==> src/rtl/clk_div_monitor.sv <==
// Divide-ratio monitor for a divided clock sampled in the clk domain.
// Each period (rise to rise) and its high time are measured in clk cycles.
// Lock is declared after LOCK_CNT consecutive periods of EXP_DIV.
// A period that differs from EXP_DIV pulses err_mismatch.
// No rise for TIMEOUT cycles sets the sticky err_timeout.
module clk_div_monitor #(
  parameter int unsigned CNT_W    = 8,
  parameter int unsigned EXP_DIV  = 3,
  parameter int unsigned LOCK_CNT = 4,
  parameter int unsigned TIMEOUT  = 255
) (
  input  logic             clk,
  input  logic             rst,
  input  logic             en,
  input  logic             div_in,
  output logic [CNT_W-1:0] period,
  output logic [CNT_W-1:0] high_time,
  output logic             meas_valid,
  output logic             locked,
  output logic             err_mismatch,
  output logic             err_timeout
);

  // LOCK_CNT is at most 15, so four bits always hold the streak.
  localparam int unsigned MatchW = 4;

  localparam logic [CNT_W-1:0]  ExpDivC  = CNT_W'(EXP_DIV);
  localparam logic [CNT_W-1:0]  TimeoutC = CNT_W'(TIMEOUT);
  localparam logic [CNT_W-1:0]  OneC     = CNT_W'(1);
  localparam logic [MatchW-1:0] LockCntC = MatchW'(LOCK_CNT);

  typedef enum logic [1:0] {
    StIdle,
    StArm,
    StMeas,
    StErr
  } state_e;

  state_e             state_q, state_d;
  logic               div_q;
  logic [CNT_W-1:0]   cnt_q, cnt_d;
  logic [CNT_W-1:0]   hcnt_q, hcnt_d;
  logic [MatchW-1:0]  match_q, match_d;
  logic [CNT_W-1:0]   period_q, period_d;
  logic [CNT_W-1:0]   high_q, high_d;
  logic               meas_valid_q, meas_valid_d;
  logic               locked_q, locked_d;
  logic               err_mismatch_q, err_mismatch_d;
  logic               err_timeout_q, err_timeout_d;
  logic               rise;

  // Rising edge of the divided clock, relative to the previous clk sample.
  assign rise = div_in & ~div_q;

  // Next-state and output decode; everything holds unless a rule below changes it.
  always_comb begin
    state_d        = state_q;
    cnt_d          = cnt_q;
    hcnt_d         = hcnt_q;
    match_d        = match_q;
    period_d       = period_q;
    high_d         = high_q;
    meas_valid_d   = 1'b0;
    locked_d       = locked_q;
    err_mismatch_d = 1'b0;
    err_timeout_d  = err_timeout_q;

    if (!en) begin
      // Disabling wipes all measurement state, including the sticky error.
      state_d       = StIdle;
      cnt_d         = '0;
      hcnt_d        = '0;
      match_d       = '0;
      period_d      = '0;
      high_d        = '0;
      locked_d      = 1'b0;
      err_timeout_d = 1'b0;
    end else begin
      unique case (state_q)
        StIdle: begin
          state_d = StArm;
        end

        StArm: begin
          // The first rise only starts a period; nothing is reported for it.
          if (rise) begin
            cnt_d   = OneC;
            hcnt_d  = OneC;
            state_d = StMeas;
          end
        end

        StMeas: begin
          if (rise) begin
            // A rise always closes the period, even when cnt has reached TIMEOUT.
            period_d     = cnt_q;
            high_d       = hcnt_q;
            meas_valid_d = 1'b1;
            cnt_d        = OneC;
            hcnt_d       = OneC;
            if (cnt_q == ExpDivC) begin
              if (match_q < LockCntC) begin
                match_d = match_q + MatchW'(1);
              end
              if (match_d == LockCntC) begin
                locked_d = 1'b1;
              end
            end else begin
              match_d        = '0;
              locked_d       = 1'b0;
              err_mismatch_d = 1'b1;
            end
          end else if (cnt_q == TimeoutC) begin
            state_d       = StErr;
            err_timeout_d = 1'b1;
            locked_d      = 1'b0;
            match_d       = '0;
          end else begin
            cnt_d  = cnt_q + OneC;
            hcnt_d = hcnt_q + CNT_W'(div_in);
          end
        end

        StErr: begin
          // Parked until en drops; reported values stay frozen.
        end

        default: begin
          state_d = StIdle;
        end
      endcase
    end
  end

  // State and output registers; the input sampler runs in every state.
  always_ff @(posedge clk or negedge rst) begin
    if (!rst) begin
      state_q        <= StIdle;
      div_q          <= 1'b0;
      cnt_q          <= '0;
      hcnt_q         <= '0;
      match_q        <= '0;
      period_q       <= '0;
      high_q         <= '0;
      meas_valid_q   <= 1'b0;
      locked_q       <= 1'b0;
      err_mismatch_q <= 1'b0;
      err_timeout_q  <= 1'b0;
    end else begin
      state_q        <= state_d;
      div_q          <= div_in;
      cnt_q          <= cnt_d;
      hcnt_q         <= hcnt_d;
      match_q        <= match_d;
      period_q       <= period_d;
      high_q         <= high_d;
      meas_valid_q   <= meas_valid_d;
      locked_q       <= locked_d;
      err_mismatch_q <= err_mismatch_d;
      err_timeout_q  <= err_timeout_d;
    end
  end

  assign period       = period_q;
  assign high_time    = high_q;
  assign meas_valid   = meas_valid_q;
  assign locked       = locked_q;
  assign err_mismatch = err_mismatch_q;
  assign err_timeout  = err_timeout_q;

endmodule

==> config.mk <==
export PLATFORM = sky130hd
export DESIGN_NAME = clk_div_monitor
export DESIGN_NICKNAME = d
export VERILOG_FILES = /design/src/rtl/clk_div_monitor.sv
export SDC_FILE = /design/constraint.sdc
export NUM_CORES = 1
export LEC_CHECK = 0
export ABC_AREA = 1
export ABC_CLOCK_PERIOD_IN_PS = 1600
export CORE_ASPECT_RATIO = 1.1
export CORE_MARGIN = 5
export CORE_UTILIZATION = 25
export DETAILED_ROUTE_END_ITERATION = 10
export GPL_TIMING_DRIVEN = 0
export MAX_ROUTING_LAYER = met4
export PLACE_DENSITY_LB_ADDON = 0.25
export SKIP_CTS_REPAIR_TIMING = 1
export SLEW_MARGIN = 40
export SYNTH_ARGS = -nofsm -noshare
export SYNTH_HDL_FRONTEND = slang
export SYNTH_SLANG_ARGS = --single-unit
==> constraint.sdc <==
create_clock -name clk -period 1.6 [get_ports clk]
set_input_delay 0.16 -clock clk [delete_from_list [all_inputs] [get_ports clk]]
set_output_delay 0.16 -clock clk [all_outputs]
set_load 0.1 [all_outputs]
[After elaboration in Yosys (flattened, before gate mapping)]
Cells that the tools add are included.
Word-level totals
  word-level logic and storage cells: 88
  register bits: 43
  output and inout bits: 20
  input bits: 4
Cells by class
  muxes and demuxes: 47
  bitwise operators: 2
  order comparisons: 1
  equal/unequal tests: 17
  reductions and logical operators: 7
  $add $sub $neg: 3
Operators by type and width (count)
  8-bit 2-to-1 mux: 13
  4-bit 2-to-1 mux: 10
  8-bit case mux with 2 select lines: 2
  1-bit 2-to-1 mux: 17
  3-bit inequality test, second input constant: 3
  3-bit AND reduction: 3
  8-bit by 1-bit adder with 8-bit output: 1
  8-bit by 1-bit adder with 8-bit output, second input constant: 1
  8-bit by 2-bit == test with 1-bit output, second input constant: 1
  8-bit == test, second input constant: 1
  2-bit 2-to-1 mux: 4
  2-bit by 1-bit inequality test with 1-bit output, second input constant: 3
  3-bit by 1-bit inequality test with 1-bit output, second input constant: 2
  2-bit case mux with 3 select lines: 1
  4-bit by 1-bit adder with 4-bit output, second input constant: 1
  4-bit by 3-bit == test with 1-bit output, second input constant: 1
  4-bit by 3-bit < comparator with 1-bit output, second input constant: 1
  4-bit by 1-bit inequality test with 1-bit output, second input constant: 1
  4-bit by 3-bit inequality test with 1-bit output, second input constant: 1
  4-bit inequality test, second input constant: 1
  2-bit AND reduction: 2
  4-bit AND reduction: 1
  2-bit by 1-bit == test with 1-bit output, second input constant: 1
  2-bit == test, second input constant: 1
  other kinds (4): 4

[Logic depth before layout (Yosys ltp)]
Gate-level depths: netlist (run 1).
  depth in word-level cells: 12
  depth in mapped cells: 11
  mapped depth without buffers: 10

[Worst setup path before layout (run 1)]
No wires, ideal clock.
  path type: register to register
  start: reg state_q[0]
  end: reg cnt_q[2]
  stages on the path, launching flop included: 12
  clock period less this slack: 1562 ps
  slack: 38 ps
  data required time: 1479 ps
  data arrival time: 1441 ps
  buffers on the path: 2
  cell sequence: dfrtp_1 -> inv_1 -> ha_1 -> inv_2 -> buf_4 -> nand2_2 -> nand2_1 -> a21oi_2 -> buf_6 -> inv_2 -> nand2_1 -> o21ai_1
On the way
  longest elaborated chain between the ends: 3
RTL lines
  start: declaration: RTL line 39  | state_e state_q, state_d;
  start signal: assignment: RTL line 138  | state_q <= StIdle;
  start signal: assignment: RTL line 150  | state_q <= state_d;
  2-bit == test or 2-bit by 1-bit == test with 1-bit output (tied branches): RTL line 79  | unique case (state_q)
  4-bit inequality test (no source line), or another cell as far along
  3-bit AND reduction (no source line) or 8-bit 2-to-1 mux (tied branches)
  end signal: assignment: RTL line 152  | cnt_q <= cnt_d;
  end: declaration: RTL line 41  | logic [CNT_W-1:0] cnt_q, cnt_d;
Parallel ways exist; a longest one is shown, timed or not.
A chain may end at the register's enable or synchronous reset.

[Final worst setup path (run 1)]
  start: reg cnt_q[0]
  end: reg cnt_q[2]
On the way
  longest elaborated chain between the ends: 5
RTL lines
  8-bit by 1-bit adder with 8-bit output: RTL line 119  | cnt_d = cnt_q + OneC;
  8-bit 2-to-1 mux: RTL line 113  | end else if (cnt_q == TimeoutC) begin
  8-bit 2-to-1 mux: RTL line 94  | if (rise) begin
  8-bit case mux with 2 select lines: RTL line 79
  8-bit 2-to-1 mux: RTL line 68  | if (!en) begin
Parallel ways exist; a longest one is shown, timed or not. The select of a mux whose other input is x is not followed.

==> key figures, run 1 <==
Status
  – Status: finished clean

Layout
  – Register area: 0.001076 mm^2
  – Footprint of the multi-input gates: 0.001091 mm^2
  – # diodes: 0
  – Final nets: between 300 and 400
  – Share of cells above drive strength 1: 0.2545
  – Finished Layout Cells: about 440
  – Area Overhead vs Synth: 26.12%
  – Fill count: 966

Die
  – # IOs: 24
  – Die width: 100.3 um
  – Die Ht: 109.3 um
  – Core area: 0.008828 mm^2
  – Die area: 0.01096 mm^2
  – Rows: 36
  – Initial Util: 0.2540

Synthesis
  – Most common cell in the synthesized netlist: nand2_1
  – Syn Inst Count: 289
  – Post-synthesis cell type count: 24
  – Synth Cell Area: 0.002242 mm^2
  – Synth cell count leaders: 64 x nand2_1, 43 x dfrtp_1, 42 x o21ai_0
  – Number of enable flip-flop cells after synthesis: 0
  – Synth Flop Type: dfrtp_1
  – Synthesized Nets: 300
  – Async set-or-reset flop fraction in the synthesized netlist: 1.000
  – Post-synth top area cell: dfrtp_1
  – Avg Cell Area, Syn: 7.758 um^2
  – Yosys warnings: 0
  – Seq/Total Area, Yosys: 0.4799
  – Synth top area cells: dfrtp_1 48%, nand2_1 11%, o21ai_0 9.4%, nand3_1 6.3%, inv_1 5.9%
  – Seq cells post-synth: 43
  – Synth top area share: 0.4799

Critical path
  – CP Data Required Time: 1.80 ns
  – Worst Setup End Kind: flip-flop
  – Crit path launch type: flip-flop
  – Crit path arrival time: 1.75 ns
  – Critical R2R Launch: cnt_q[0]
  – Worst Setup SP: cnt_q[0]
  – Critical Path Fanout Max: 6
  – WS Path Type: reg -> reg

Drt
  – DR vias/cell: 4.525
  – WL final: approximately 5.5 mm
  – DR pass1 iterations: 4
  – Routed wire per std cell: 12.48 um
  – Iter 0 DRT Violations: 134
  – Post-route antenna net violation count: 0
  – Detailed-route via count: 2009
  – Residual DRC: 0

STA
  – Slew @ Worst Pin: 0.4890 ns
  – Slew HR: 0.6762
  – Count of pins over their slew limit: 0
  – WHS: 0.2814 ns
  – Final min period: 1.553 ns
  – Clk_skew: 0.007552 ns
  – RSZ-0062 raised after global routing: true
  – Fin. Hold Viols: 0
  – Final Setup Violations: 0
  – Crit share post-route: 0.9708
  – Max frequency: 643.8 MHz
  – Fin worst setup slack: 0.04674 ns

Place
  – RD Place Congestion: approximately 0.85
  – Pre-CTS setup slack: -0.3917 ns
  – IO buf count: 23
  – DP Cell Count: 427
  – Hpwl dp: 4.114 mm

Clock tree
  – Clock Path Buffers: 2
  – Clock Sinks: 43
  – CTS tree: built
  – CTS Buf Count: 5
  – H-tree Lvls: 2
  – Clk root buf: clkbuf_8
  – Clock Latency Late Sink: 0.30 ns
  – Worst-path clk slew: 0.09 ns

Global route
  – Vias in the first global route: around 1900
  – Gr usage total: 0.1077
  – Initial antenna violation count: 0
  – Grt ovf: 0
  – Largest net degree at the start of global routing: 26
  – First-pass GRT wire length: about 9.2 mm

Power
  – Maximum vdd ir drop: between 300 and 400 uV
  – Pwr Total: 2821 uW
  – Ratio of total power to cell area: 997.7 mW/mm^2
  – Leakage power total: 0.001369 uW

Hold path
  – Worst hold path class: in -> async

Job
  – Max-cap viol count: 0
[cells in the final DEF (no fill, tap or decap), drive strengths merged]
| master | instances |
|---|---|
| nand2 | 66 |
| o21ai | 47 |
| dfrtp | 43 |
| inv | 40 |
| buf | 35 |
| nor2 | 32 |
| nand3 | 28 |
| clkbuf | 7 |
| ha | 7 |
| nand4 | 6 |
| nor3 | 5 |
| nand3b | 3 |
| clkinv | 3 |
| clkdlybuf4s50 | 2 |
| a21oi | 2 |
| xor2 | 1 |
| or2 | 1 |
| o21bai | 1 |
| dlygate4sd3 | 1 |
[worst max-delay path, cell delays in order (launching register included)]
cell and delay [ns]:
dfrtp_1 0.45, ha_4 0.20, nand2_2 0.10, nor2_4 0.04
nand2_2 0.10, inv_2 0.07, a21oi_4 0.17, buf_6 0.17
inv_8 0.05, nand2_2 0.05, o21ai_2 0.05
[layout make-up]
class	instances	share of cell area
plain buffers	6	0.01726
clock buffers	5	0.02434
clock inverters	3	0.005310
inverters	40	0.05664
multi-input cells	199	0.3858
flip-flops and latches	43	0.3805
well taps	114	0.05044
repair buffers	34	0.07965
[worst paths after layout]
| kind | slack [ns] | end | depth (start not counted) |
|---|---|---|---|
| setup / recovery | 0.05 | cnt_q[2] | 10 |
| hold / removal | 0.28 | period[2] | 2 |
| setup reg to reg | 0.05 | cnt_q[2] | 10 |
| hold reg to reg | 0.50 | high_time[0] | 2 |
| max in group asynchronous | 0.91 | cnt_q[6] | 3 |
| min in group clk | 0.40 | div_q | 1 |
[state kept, by name, summed over array words and instances, names as in the netlist]
signal / flops
state_q: 2
period: 8
meas_valid: 1
locked: 1
div_q: 1
err_timeout: 1
match_q: 4
cnt_q: 8
hcnt_q: 8
high_time: 8
err_mismatch: 1
[stage by stage]
stage	instance area [um^2]	util	setup TNS [ns]
3_5_place_dp	2532	0.2868	-9.639
5_1_grt	2828	0.3203	-0.2173
2_1_floorplan	2242	-	0
4_1_cts	2616	0.2963	-6.973
3_3_place_gp	2615	0.2962	-46.16
6_report	2828	0.3203	0
[power by group]
group / switching [uW] / internal, uW
registers: 62.8 / 1140
clock network: 381 / 299
logic: 585 / 348
total: 1030 / 1790
[per-layer routing]
layer,vias up,track usage,wire [um]
met2,53,0.1771,2644
met5,-,-,0
met3,8,0.02030,305
li1,1013,-,-
met4,0,0.03176,74
met1,935,0.1355,2518
[kinds of logic after synthesis]
group / share of synthesized area
compound gates: 0.1144
buf+inv: 0.08649
fa+ha+maj: 0.03906
simple gates: 0.2762
xor+xnor: 0.003907
flops: 0.4799
(Power assumes the default switching activity.)
==> run 2, diff against run 1 <==
- CTS_CLUSTER_DIAMETER: unset -> 150
==> results of run 2 <==
Final layout, timing and power as in run 1 (identical DEF).
==> run 3, diff against run 2 <==
- SLEW_MARGIN: 40 -> 10
==> run 3 against run 2 <==
Routed wire length did not move. Combinational power decreased by 3.8%. Highest routed layer unchanged. Largest power group unchanged. Non-clock buffer count fell by 1. Largest cell class unchanged. Power is 1.6% lower.
==> key figures, run 3 (same netlist as run 1, synthesis figures left out) <==
Clock tree
  – CTS Buf Count: 5 (unchanged)
  – H-tree Lvls: 2 (unchanged)
  – Clk root buf: clkbuf_8 (unchanged)
  – Clock Sinks: 43 (unchanged)
  – Clock Path Buffers: 2 (unchanged)
  – Clock Latency Late Sink: 0.29 ns (was 0.30 ns)
  – Worst-path clk slew: 0.08 ns (was 0.09 ns)
  – CTS tree: built (unchanged)

Place
  – Hpwl dp: 4.066 mm (was 4.114 mm)
  – Area after DPL: 0.002630 mm^2 (was 0.002532 mm^2)
  – RD Place Congestion: 0.8473 (unchanged)
  – DP Cell Count: 427 (unchanged)
  – IO buf count: 23 (unchanged)
  – Pre-CTS setup slack: -0.3439 ns (was -0.3917 ns)

STA
  – Clk_skew: 0.002296 ns (was 0.007552 ns)
  – Slew @ Worst Pin: 0.9693 ns (was 0.4890 ns)
  – Final min period: 1.551 ns (was 1.553 ns)
  – Fin worst setup slack: 0.04946 ns (was 0.04674 ns)
  – Crit share post-route: 0.9691 (was 0.9708)
  – Count of pins over their slew limit: 0 (unchanged)
  – Final Setup Violations: 0 (unchanged)
  – Fin. Hold Viols: 0 (unchanged)
  – Max frequency: 644.9 MHz (was 643.8 MHz)
  – Slew HR: 0.3527 (was 0.6762)

Die
  – Initial Util: 0.2540 (unchanged)
  – # IOs: 24 (unchanged)
  – Core area: 0.008828 mm^2 (unchanged)
  – Die area: 0.01096 mm^2 (unchanged)
  – Die width: 100.3 um (unchanged)
  – Die Ht: 109.3 um (unchanged)
  – Rows: 36 (unchanged)

Critical path
  – Worst path slowest cell: dlymetal6s2s_1 (was dfrtp_1)
  – Peak per-stage delay on the critical path: 0.75 ns (was 0.45 ns)
  – Crit path depth: 1 (was 10)
  – Critical Path Fanout Max: 2 (was 6)
  – Crit path arrival time: 1.39 ns (was 1.75 ns)
  – Crit path launch type: flip-flop (unchanged)
  – Worst Setup End Kind: output port (was flip-flop)
  – Worst-path cell chain: dlymetal6s2s_1 (was ha_4, nand2_2, nor2_4, nand2_2, inv_2, a21oi_4, buf_6, inv_8, nand2_2, o21ai_2)
  – R2R cell count: 9 (was 10)
  – Critical path buffer and inverter count: 1 (was 3)
  – CP Data Required Time: 1.44 ns (was 1.80 ns)
  – R2R setup slack: 0.07 ns (was 0.05 ns)
  – CP delay by family, top: buffers and inverters (was flip-flops)
  – WS Path Type: reg -> out (was reg -> reg)

Drt
  – Met1 WL: 2.599 mm (was 2.518 mm)
  – WL met3: 247 um (was 305 um)
  – Routed wire per std cell: 12.51 um (was 12.48 um)
  – DR vias/cell: 4.542 (was 4.525)
  – DR WL met2: 2.611 mm (was 2.644 mm)
  – Top Metal Used: met4 (unchanged)
  – Detailed-route via count: 2012 (was 2009)
  – Residual DRC: 0 (unchanged)
  – Iter 0 DRT Violations: 153 (was 134)
  – Post-route antenna net violation count: 0 (unchanged)
  – WL final: 5.542 mm (unchanged)
  – DR pass1 iterations: 5 (was 4)

Layout
  – Area Overhead vs Synth: 29.02% (was 26.12%)
  – Final nets: 339 (was 340)
  – Final core occ: 0.3277 (was 0.3203)
  – Most frequent cells in the layout: 57 x nand2_1, 43 x dfrtp_1, 42 x o21ai_0 (was 51 x nand2_1, 43 x dfrtp_1, 38 x o21ai_0)
  – Fill count: 958 (was 966)
  – Share of cells above drive strength 1: 0.1915 (was 0.2545)
  – Final instance area: 0.002893 mm^2 (was 0.002828 mm^2)
  – Commonest non-fill, non-tap cell in the layout: nand2_1 (unchanged)
  – Finished Layout Cells: 443 (was 444)
  – # diodes: 0 (unchanged)

Global route
  – Vias in the first global route: 1909 (was 1906)
  – Largest net degree at the start of global routing: 26 (unchanged)
  – Gr usage total: 0.1068 (was 0.1077)
  – First-pass GRT wire length: 9.101 mm (was 9.156 mm)
  – Initial antenna violation count: 0 (unchanged)
  – Grt ovf: 0 (unchanged)

Power
  – Ratio of total power to cell area: 959.7 mW/mm^2 (was 997.7 mW/mm^2)
  – Maximum vdd ir drop: 326.2 uV (was 399.3 uV)
  – Leakage power total: 0.001582 uW (was 0.001369 uW)

Status
  – Status: finished clean (unchanged)

Hold path
  – Worst hold path class: in -> async (unchanged)

Job
  – Max-cap viol count: 0 (unchanged)
## run 3: changes by cell type in the layout (fill, tap and decap cells not counted), moves of 3 or more
| cell | previous run | this run |
|---|---|---|
| dlymetal6s2s_1 | 0 | 12 |
| clkbuf_2 | 2 | 9 |
| nand2_4 | 2 | 5 |
| o21ai_0 | 38 | 42 |
| buf_4 | 11 | 8 |
| nand2_2 | 13 | 4 |
| buf_2 | 21 | 4 |
| o21ai_1 | 8 | 5 |
| nand2_1 | 51 | 57 |
## run 3: metrics by stage
stage / total power (uW) / setup TNS (ns) / hold slack, ns
finish: 2776 / 0 / 0.3373
global placement: 1899 / -46.16 / 0.4820
floorplan: 1708 / 0 / -0.1356
detailed placement: 1912 / -9.286 / 0.1433
CTS: 2596 / -13.48 / -0.1837
global route: 2953 / -0.1556 / 0.3903
## run 3: routing by layer
metal	vias to the layer above	GRT usage
met3	7	0.01777
li1	1011	-
met1	953	0.1372
met5	-	-
met2	41	0.1738
met4	0	0.03176
## run 3: worst paths after layout
kind                              start           end
max                        high_time[2]  high_time[2]
min                                 rst    match_q[2]
max reg2reg                  state_q[0]      cnt_q[0]
min reg2reg                high_time[0]  high_time[0]
max in group asynchronous           rst         div_q
min in group clk                 div_in         div_q
## run 3: final cells by class
type	instances	area [um^2]	share of cell area
plain buffers	6	45.04	0.01557
clock buffers	5	68.82	0.02379
clock inverters	3	15.01	0.005190
inverters	40	152.6	0.05277
multi-input cells	199	1090	0.3767
flip-flops and latches	43	1076	0.3720
well taps	114	142.6	0.04931
repair buffers	33	302.8	0.1047
## run 3: power breakdown
part	total, uW	internal [uW]	switching, uW
sequential	1210	1140	60.3
combinational	898	326	571
clock	673	299	374
total	2780	1770	1010
